## src/rtl/dds_phase_gen.sv

```systemverilog
// dds_phase_gen: DDS phase accumulator, sweep sequencer and ROM address generator
module dds_phase_gen #(
   parameter int ACC_W   = 32,
   parameter int ADDR_W  = 11,
   parameter int DWELL_W = 16
) (
   input  logic               Fg_CLK,
   input  logic               RESETn,
   input  logic               Enable,
   input  logic               Mode,
   input  logic               CfgWr,
   input  logic [ACC_W-1:0]   CfgFreq,
   input  logic [ACC_W-1:0]   CfgStop,
   input  logic [ACC_W-1:0]   CfgStep,
   input  logic [DWELL_W-1:0] CfgDwell,
   input  logic [ACC_W-1:0]   CfgPhase,
   input  logic               SyncClr,
   output logic               CfgAck,
   output logic [ADDR_W-1:0]  Address,
   output logic               AddrValid,
   output logic               DataValid,
   output logic               Wrap,
   output logic               SweepDone,
   output logic [ACC_W-1:0]   CurFreq
);
   typedef enum logic [1:0] {IDLE, FIXED, SWEEP, HOLD} state_t;

   state_t             r_state, w_state_nxt;
   logic [ACC_W-1:0]   r_acc, r_freq, r_phase, r_stop, r_step, w_freq_nxt;
   logic [DWELL_W-1:0] r_dwell, r_dcnt, w_dcnt_nxt, w_dwell_m1;
   logic [ACC_W:0]     w_acc_sum, w_step_sum;
   logic [ADDR_W-1:0]  r_addr, w_addr;
   logic               r_addr_valid, r_data_valid, r_wrap, r_done, r_ack;
   logic               w_done_nxt, w_running, w_dwell_end;

   assign w_running   = (r_state != IDLE) && Enable;
   assign w_acc_sum   = {1'b0, r_acc} + {1'b0, r_freq};
   assign w_step_sum  = {1'b0, r_freq} + {1'b0, r_step};
   assign w_dwell_m1  = (r_dwell == '0) ? '0 : r_dwell - DWELL_W'(1);
   assign w_dwell_end = (r_dcnt == w_dwell_m1);
   assign w_addr      = ADDR_W'((r_acc + r_phase) >> (ACC_W - ADDR_W));

   // Mode and sweep sequencing: config always wins; a sweep that starts at or
   // above its stop word parks in HOLD on its first SWEEP cycle.
   always_comb begin
      w_state_nxt = r_state;
      w_freq_nxt  = r_freq;
      w_dcnt_nxt  = r_dcnt;
      w_done_nxt  = 1'b0;
      if (CfgWr) begin
         w_state_nxt = Mode ? SWEEP : FIXED;
         w_freq_nxt  = CfgFreq;
         w_dcnt_nxt  = '0;
      end else if (r_state == SWEEP) begin
         if (r_freq >= r_stop) begin
            w_state_nxt = HOLD;
            w_done_nxt  = 1'b1;
         end else if (Enable) begin
            if (w_dwell_end) begin
               w_dcnt_nxt = '0;
               if (w_step_sum >= {1'b0, r_stop}) begin
                  w_freq_nxt  = r_stop;
                  w_state_nxt = HOLD;
                  w_done_nxt  = 1'b1;
               end else begin
                  w_freq_nxt = w_step_sum[ACC_W-1:0];
               end
            end else begin
               w_dcnt_nxt = r_dcnt + DWELL_W'(1);
            end
         end
      end
   end

   // State, tuning word and dwell counter registers
   always_ff @(posedge Fg_CLK or negedge RESETn) begin
      if (!RESETn) begin
         r_state <= IDLE;
         r_freq  <= '0;
         r_dcnt  <= '0;
         r_done  <= 1'b0;
         r_ack   <= 1'b0;
      end else begin
         r_state <= w_state_nxt;
         r_freq  <= w_freq_nxt;
         r_dcnt  <= w_dcnt_nxt;
         r_done  <= w_done_nxt;
         r_ack   <= CfgWr;
      end
   end

   // Latched configuration words; the accumulator is deliberately not touched
   always_ff @(posedge Fg_CLK or negedge RESETn) begin
      if (!RESETn) begin
         r_phase <= '0;
         r_stop  <= '0;
         r_step  <= '0;
         r_dwell <= '0;
      end else if (CfgWr) begin
         r_phase <= CfgPhase;
         r_stop  <= CfgStop;
         r_step  <= CfgStep;
         r_dwell <= CfgDwell;
      end
   end

   // Phase accumulator with sync clear for multi-channel alignment
   always_ff @(posedge Fg_CLK or negedge RESETn) begin
      if (!RESETn) begin
         r_acc  <= '0;
         r_wrap <= 1'b0;
      end else begin
         if (SyncClr)        r_acc <= '0;
         else if (w_running) r_acc <= w_acc_sum[ACC_W-1:0];
         r_wrap <= w_running && !SyncClr && w_acc_sum[ACC_W];
      end
   end

   // ROM address and valid pipeline matching the one-cycle ROM latency
   always_ff @(posedge Fg_CLK or negedge RESETn) begin
      if (!RESETn) begin
         r_addr       <= '0;
         r_addr_valid <= 1'b0;
         r_data_valid <= 1'b0;
      end else begin
         r_addr       <= w_addr;
         r_addr_valid <= w_running;
         r_data_valid <= r_addr_valid;
      end
   end

   assign CfgAck    = r_ack;
   assign Address   = r_addr;
   assign AddrValid = r_addr_valid;
   assign DataValid = r_data_valid;
   assign Wrap      = r_wrap;
   assign SweepDone = r_done;
   assign CurFreq   = r_freq;
endmodule

```

## config.mk

```make
export PLATFORM = sky130hd
export DESIGN_NAME = dds_phase_gen
export DESIGN_NICKNAME = d
export VERILOG_FILES = /design/src/rtl/dds_phase_gen.sv
export SDC_FILE = /design/constraint.sdc
export NUM_CORES = 1
export LEC_CHECK = 0
export ABC_CLOCK_PERIOD_IN_PS = 5800
export BUFFER_PORTS_ARGS = -buffer_cell sky130_fd_sc_hd__buf_4
export CORE_AREA = 2 2 162 180
export DETAILED_ROUTE_END_ITERATION = 8
export DIE_AREA = 0 0 164 182
export GPL_TIMING_DRIVEN = 0
export PLACE_DENSITY = 0.76
export SYNTH_ARGS = -nofsm -noshare
export SYNTH_HDL_FRONTEND = slang
export SYNTH_SLANG_ARGS = --single-unit
```

## constraint.sdc

```tcl
create_clock -name Fg_CLK -period 5.8 [get_ports Fg_CLK]
set_clock_uncertainty 0.05 [all_clocks]
set_input_delay 0.58 -clock Fg_CLK [delete_from_list [all_inputs] [get_ports Fg_CLK]]
set_output_delay 0.58 -clock Fg_CLK [all_outputs]
set_load 0.01 [all_outputs]
```

* Word-level counts from Yosys, hierarchy flattened *
Cells that the tools add are included.

word-level totals
  bits in registers = 210
  latch bits = 0
  RAM bits = 0
  memory bits (read-only) = 0
  output and inout bits = 48
  word-level logic and storage cells = 67
  memories kept = 0

operators by class
  add/sub/neg operators = 5
  multiply operators = 0
  divide/modulo/power cells = 0
  order comparisons = 2
  eq/ne operators = 3
  shift operators = 0
  muxes and demuxes = 27
  bitwise operators = 0
  reduce and logical (&&, ||, !) cells = 16

operators by type and width
  kind                                                                   count
  32-bit two-way mux                                                     8
  16-bit two-way mux                                                     6
  32-bit by 32-bit adder with 33-bit output                              2
  33-bit by 32-bit greater-or-equal comparator with 1-bit output         1
  32-bit adder                                                           1
  32-bit greater-or-equal comparator                                     1
  16-bit by 1-bit adder with 16-bit output (second input constant)       1
  16-bit equality test                                                   1
  16-bit logical NOT                                                     1
  16-bit by 1-bit subtractor with 16-bit output (second input constant)  1
  2-bit two-way mux                                                      7
  2-bit nonzero test                                                     5
  3-bit nonzero test                                                     3
  4-bit AND reduction                                                    2
  1-bit two-way mux                                                      6
  1-bit logical AND                                                      3
  3-bit AND reduction                                                    1
  2-bit equality test (second input constant)                            1
  2-bit != test (second input constant)                                  1
  1-bit logical NOT                                                      1

* Depth between registers and ports, before layout *
  word-level depth = 8
  gate-level depth with buffers = 21
  mapped depth without buffers = 19

* Worst setup path after synthesis *
OpenSTA, ideal clock, no wires.

  path type = reg2reg
  from = register r_freq[1], in the netlist CurFreq[1]
  to = register r_freq[16], in the netlist CurFreq[16]
  arrival = 5.278 ns
  data required time = 5.624 ns
  path slack = 0.346 ns
  cell stages (with the launch flop) = 22
  path buffers = 2
  clock period less this slack = 5.454 ns
  path through = dfrtp_1 ha_1 a211oi_1 o21ai_0 a31oi_1 o31ai_1 a31oi_1 a221oi_1 a21oi_1 nand2b_1 ha_1 nand3_1 or4_1 or2_2 o22ai_1 a31oi_1 nand3_1 clkbuf_1 buf_1 mux2i_1 nor3_1 a221o_1

between the ends
  cells in the longest elaborated chain, start to end = 8

ends and longest elaborated chain
  element                                                         RTL line  RTL
  from (decl)                                                     29        logic [ACC_W-1:0] r_acc, r_freq, r_phase, r_stop, r_step, w_freq_nxt;
  from (signal assigned)                                          85        r_freq <= w_freq_nxt;
  32-bit by 32-bit adder with 33-bit output                       38        assign w_step_sum = {1'b0, r_freq} + {1'b0, r_step};
  33-bit by 32-bit greater-or-equal comparator with 1-bit output  61        if (w_step_sum >= {1'b0, r_stop}) begin
  32-bit two-way mux                                              61
  32-bit two-way mux                                              59        if (w_dwell_end) begin
  32-bit two-way mux                                              58        end else if (Enable) begin
  32-bit two-way mux                                              55        if (r_freq >= r_stop) begin
  32-bit two-way mux                                              54        end else if (r_state == SWEEP) begin
  32-bit two-way mux                                              50        if (CfgWr) begin

Parallel ways exist; a longest one is shown, timed or not. The select of a mux whose other input is x is not followed.
A chain may end at the register's enable or synchronous reset.

* Final worst setup path *
  from = register r_freq[0], in the netlist CurFreq[0]
  to = register r_freq[21], in the netlist CurFreq[21]

Same word-level chain as after synthesis.

==> flow_summary.yaml <==
yosys:
  syn_area_per_cell_sq_um: 9.578
  async_flop_share_pct: 100.0
  synth_cell_types: 71
  ys_ff_latch: 210
  synth_ff_type: "dfrtp_1"
  synth_top_area_cell: "dfrtp_1"
  synth_edf_count: 0
  synth_nets: 1836
  synth.most_common_cell: "dfrtp_1"
  synth_cells: 1524
  synth_area_leaders: "dfrtp_1 (36%), ha_1 (14%), mux2_2 (6.3%)"
  yosysWarnings: 0
  yosysSeqAreaShare_pct: 36.00
  syn_area_sq_mm: 0.01460
  synthTopCellsByCount: "dfrtp_1 (210), ha_1 (160), nand2_1 (128), a21oi_1 (101), o21ai_0 (99)"
  yosys.area.top_type_share_pct: 36.00
finish:
  drive_gt1_share_pct: 20.76
  seqCellArea_sq_mm: 0.005259
  nNetsFinal: 2060
  multi_input_area_sq_mm: 0.009060
  fillCellCount: 2387
  antennaDiodeCount: 0
  areaGrowthSynthToFinish_pct: 19.93
clocking:
  cts_hold_buf: 0
  clock_path_buffers: 3
  clock_sinks: 210
  cts_max_level: 1
  cts_buffers: 24
  clk_pin_slew_ps: 60
  clk-insertion-delay-late_ps: 530
  cts_root_buf: "clkbuf_16"
  cts_tree: "done"
power:
  p_leak_uw: 0.008318
  peakVddDrop_mv: 0.2114
  finalPower_uw: 5455
  powerDensity_mw_per_mm2: 311.6
timing:
  rsz0062_at_grt: "false"
  hold_violations: 8
  fin_crit_ps: 5597
  drv_slew: 0
  finalCritPeriodShare_pct: 96.49
  max_freq_ghz: 0.1787
  setup_violations: 0
  hold_ws_ps: -21.71
  slew_headroom_pct: 19.80
  fin_ws_ps: 203.4
  tightest_slew_ps: 1203
global_route:
  grtUsageTotal_pct: 28.57
  grt_pass1_vias: 13010
  grt_overflow: 0
  antenna_found_initial: 0
  grt_pass1_wl_microns: 67120
  grt_max_degree: 123
route:
  routed-via-count: 12937
  drtAntennaViolNets: 0
  drtPass1Iterations: 5
  drt-initial-drc-count: 940
  routed_wl_microns: 43060
  viasPerCell: 6.071
  routedWlPerCell_microns: 20.21
  drcViolationCount: 0
floorplan:
  core_area_sq_mm: 0.02822
  die_area_sq_mm: 0.02985
  ios: 198
  num_rows: 65
  start_util_pct: 51.72
  die_w_microns: 164
  dieHeight_microns: 182
run:
  cap_violations: 0
critical_path:
  critPathRequiredTime_ps: 6150
  slowest_delay_ps: 610
  cp_top_family: "simple AND/OR/NAND/NOR gates"
  cp_common_cell: "ha_1"
  path_class: "reg -> reg"
  arrival_ps: 5950
  cp_slowest_cell: "or4_4"
  critPathBufInv: 2
  startpoint_type: "flip-flop"
  end_kind: "flip-flop"
  ff2ff_setup_slack_ps: 200
  worst-path-max-fanout: 10
  cp_cell_sequence: "ha_1 > fa_1 > a21oi_2 > o211ai_1 > nand4b_1 > o2111ai_4 > nand2_1 > o21ai_0 > xor2_1 > ha_1 > nand3_1 > or4_4 > or2_2 > o22ai_1 > a31oi_1 > nand3_2 > buf_4 > buf_6 > mux2i_1 > nor3_1 > a221o_1"
place:
  hpwlAfterDp_microns: 32990
  pre_cts_slack_ps: -1526
  place.port_buffers: 196
  place_congestion: 0.9276
hold_path:
  hold_class: "in -> async"
outcome:
  violations: "hold timing"
  outcome: "complete, but fails checks"
-- logic make-up (layout without fill, tap and decap cells) --
kind of cell / count (synthesis) / after routing / synth area share, %
xor gates and xnor gates: 72 / 72 / 4.320
DFF: 210 / 210 / 36.00
AOI/OAI and AO/OA: 433 / 433 / 19.72
adders and majority gates: 162 / 162 / 13.99
buffers and inverters: 108 / 347 / 2.983
and+or+nand+nor: 432 / 432 / 14.94
muxes: 107 / 107 / 8.040
-- final timing paths --
path | cells after the start | start | to
worst max-delay path | 21 | CurFreq[0] | CurFreq[21]
worst min-delay path | 1 | RESETn | r_phase[4]
worst max register to register | 21 | CurFreq[0] | CurFreq[21]
worst min register to register | 0 | AddrValid | DataValid
max in group asynchronous | 2 | RESETn | CurFreq[0]
min in group Fg_CLK | 1 | CfgWr | CfgAck
-- per-stage QoR --
step	cells	cell area, sq um	util (%)	hold WS (ps)	TNS (ps)
final	2131	17510	62.03	-21.71	0
after global placement	2088	16530	58.57	330.6	-38200
after detailed placement	2089	16560	58.69	328.5	-41710
after CTS	2131	17420	61.72	21.32	0
after floorplan	1524	14600	-	234.4	0
after global routing	2131	17510	62.03	54.11	0
-- power by group --
group,internal (uW),switching (uW),leakage (uW),total (uW)
Clock,869,613,0.000380,1480
Sequential,1640,186,0.00258,1820
Combinational,966,1180,0.00536,2150
Total,3470,1980,0.00832,5460
-- cell type report --
type | count | share of cell area, %
plain buffers | 55 | 1.444
repair buffers | 198 | 8.648
inverters | 53 | 1.136
clock buffers | 37 | 4.231
well taps | 368 | 2.630
clock inverters | 4 | 0.1144
multi-input cells | 1206 | 51.75
flip-flops and latches | 210 | 30.04
-- layout by cell type (no fill, tap or decap), types with 6 or more instances in the layout --
master,netlist,routed
dfrtp_1,210,207
buf_4,0,197
ha_1,160,155
nand2_1,128,128
a21oi_1,101,99
o21ai_0,99,96
mux2_2,82,82
nor2_1,76,76
a21o_1,54,54
inv_1,53,53
nor3_1,53,53
xnor2_1,45,45
clkbuf_1,41,43
nor2b_1,29,29
xor2_1,27,27
mux2i_1,25,25
clkbuf_16,0,25
a211oi_1,22,21
nand3_1,22,21
and3_1,20,20
a221o_1,20,20
nand4_1,19,19
a22o_1,18,18
a31oi_1,18,16
nand2b_1,15,15
or3_1,13,13
o21bai_1,12,12
o21a_1,11,11
nand3b_1,11,11
and2_1,10,10
a22oi_1,10,10
o211ai_1,8,8
or2_2,8,8
clkbuf_8,0,7
o311ai_0,6,6
or4_1,7,6
buf_2,6,6
-- routing by layer --
metal	vias to the layer above	share of wire, %	global-route usage (%)
met5	-	0	0
met4	0	4.2	12.00
met3	98	6.3	3.997
met2	444	48	49.34
met1	6276	41	35.62
li1	6119	-	-
-- flip-flops by register name, indices dropped and copies added (netlist names) --
signal	cells
r_phase	32
Address	11
AddrValid	1
r_acc	32
r_stop	32
DataValid	1
r_dcnt	16
r_state	2
CfgAck	1
SweepDone	1
r_dwell	16
r_step	32
Wrap	1
CurFreq	32
-- timing repair --
item	4_1_cts	5_1_grt
setup endpoints to repair	34	34
setup buffers	1	0
pin swaps	1	5
resized for setup	19	21
No activity file was read; power rests on OpenSTA's default activity.
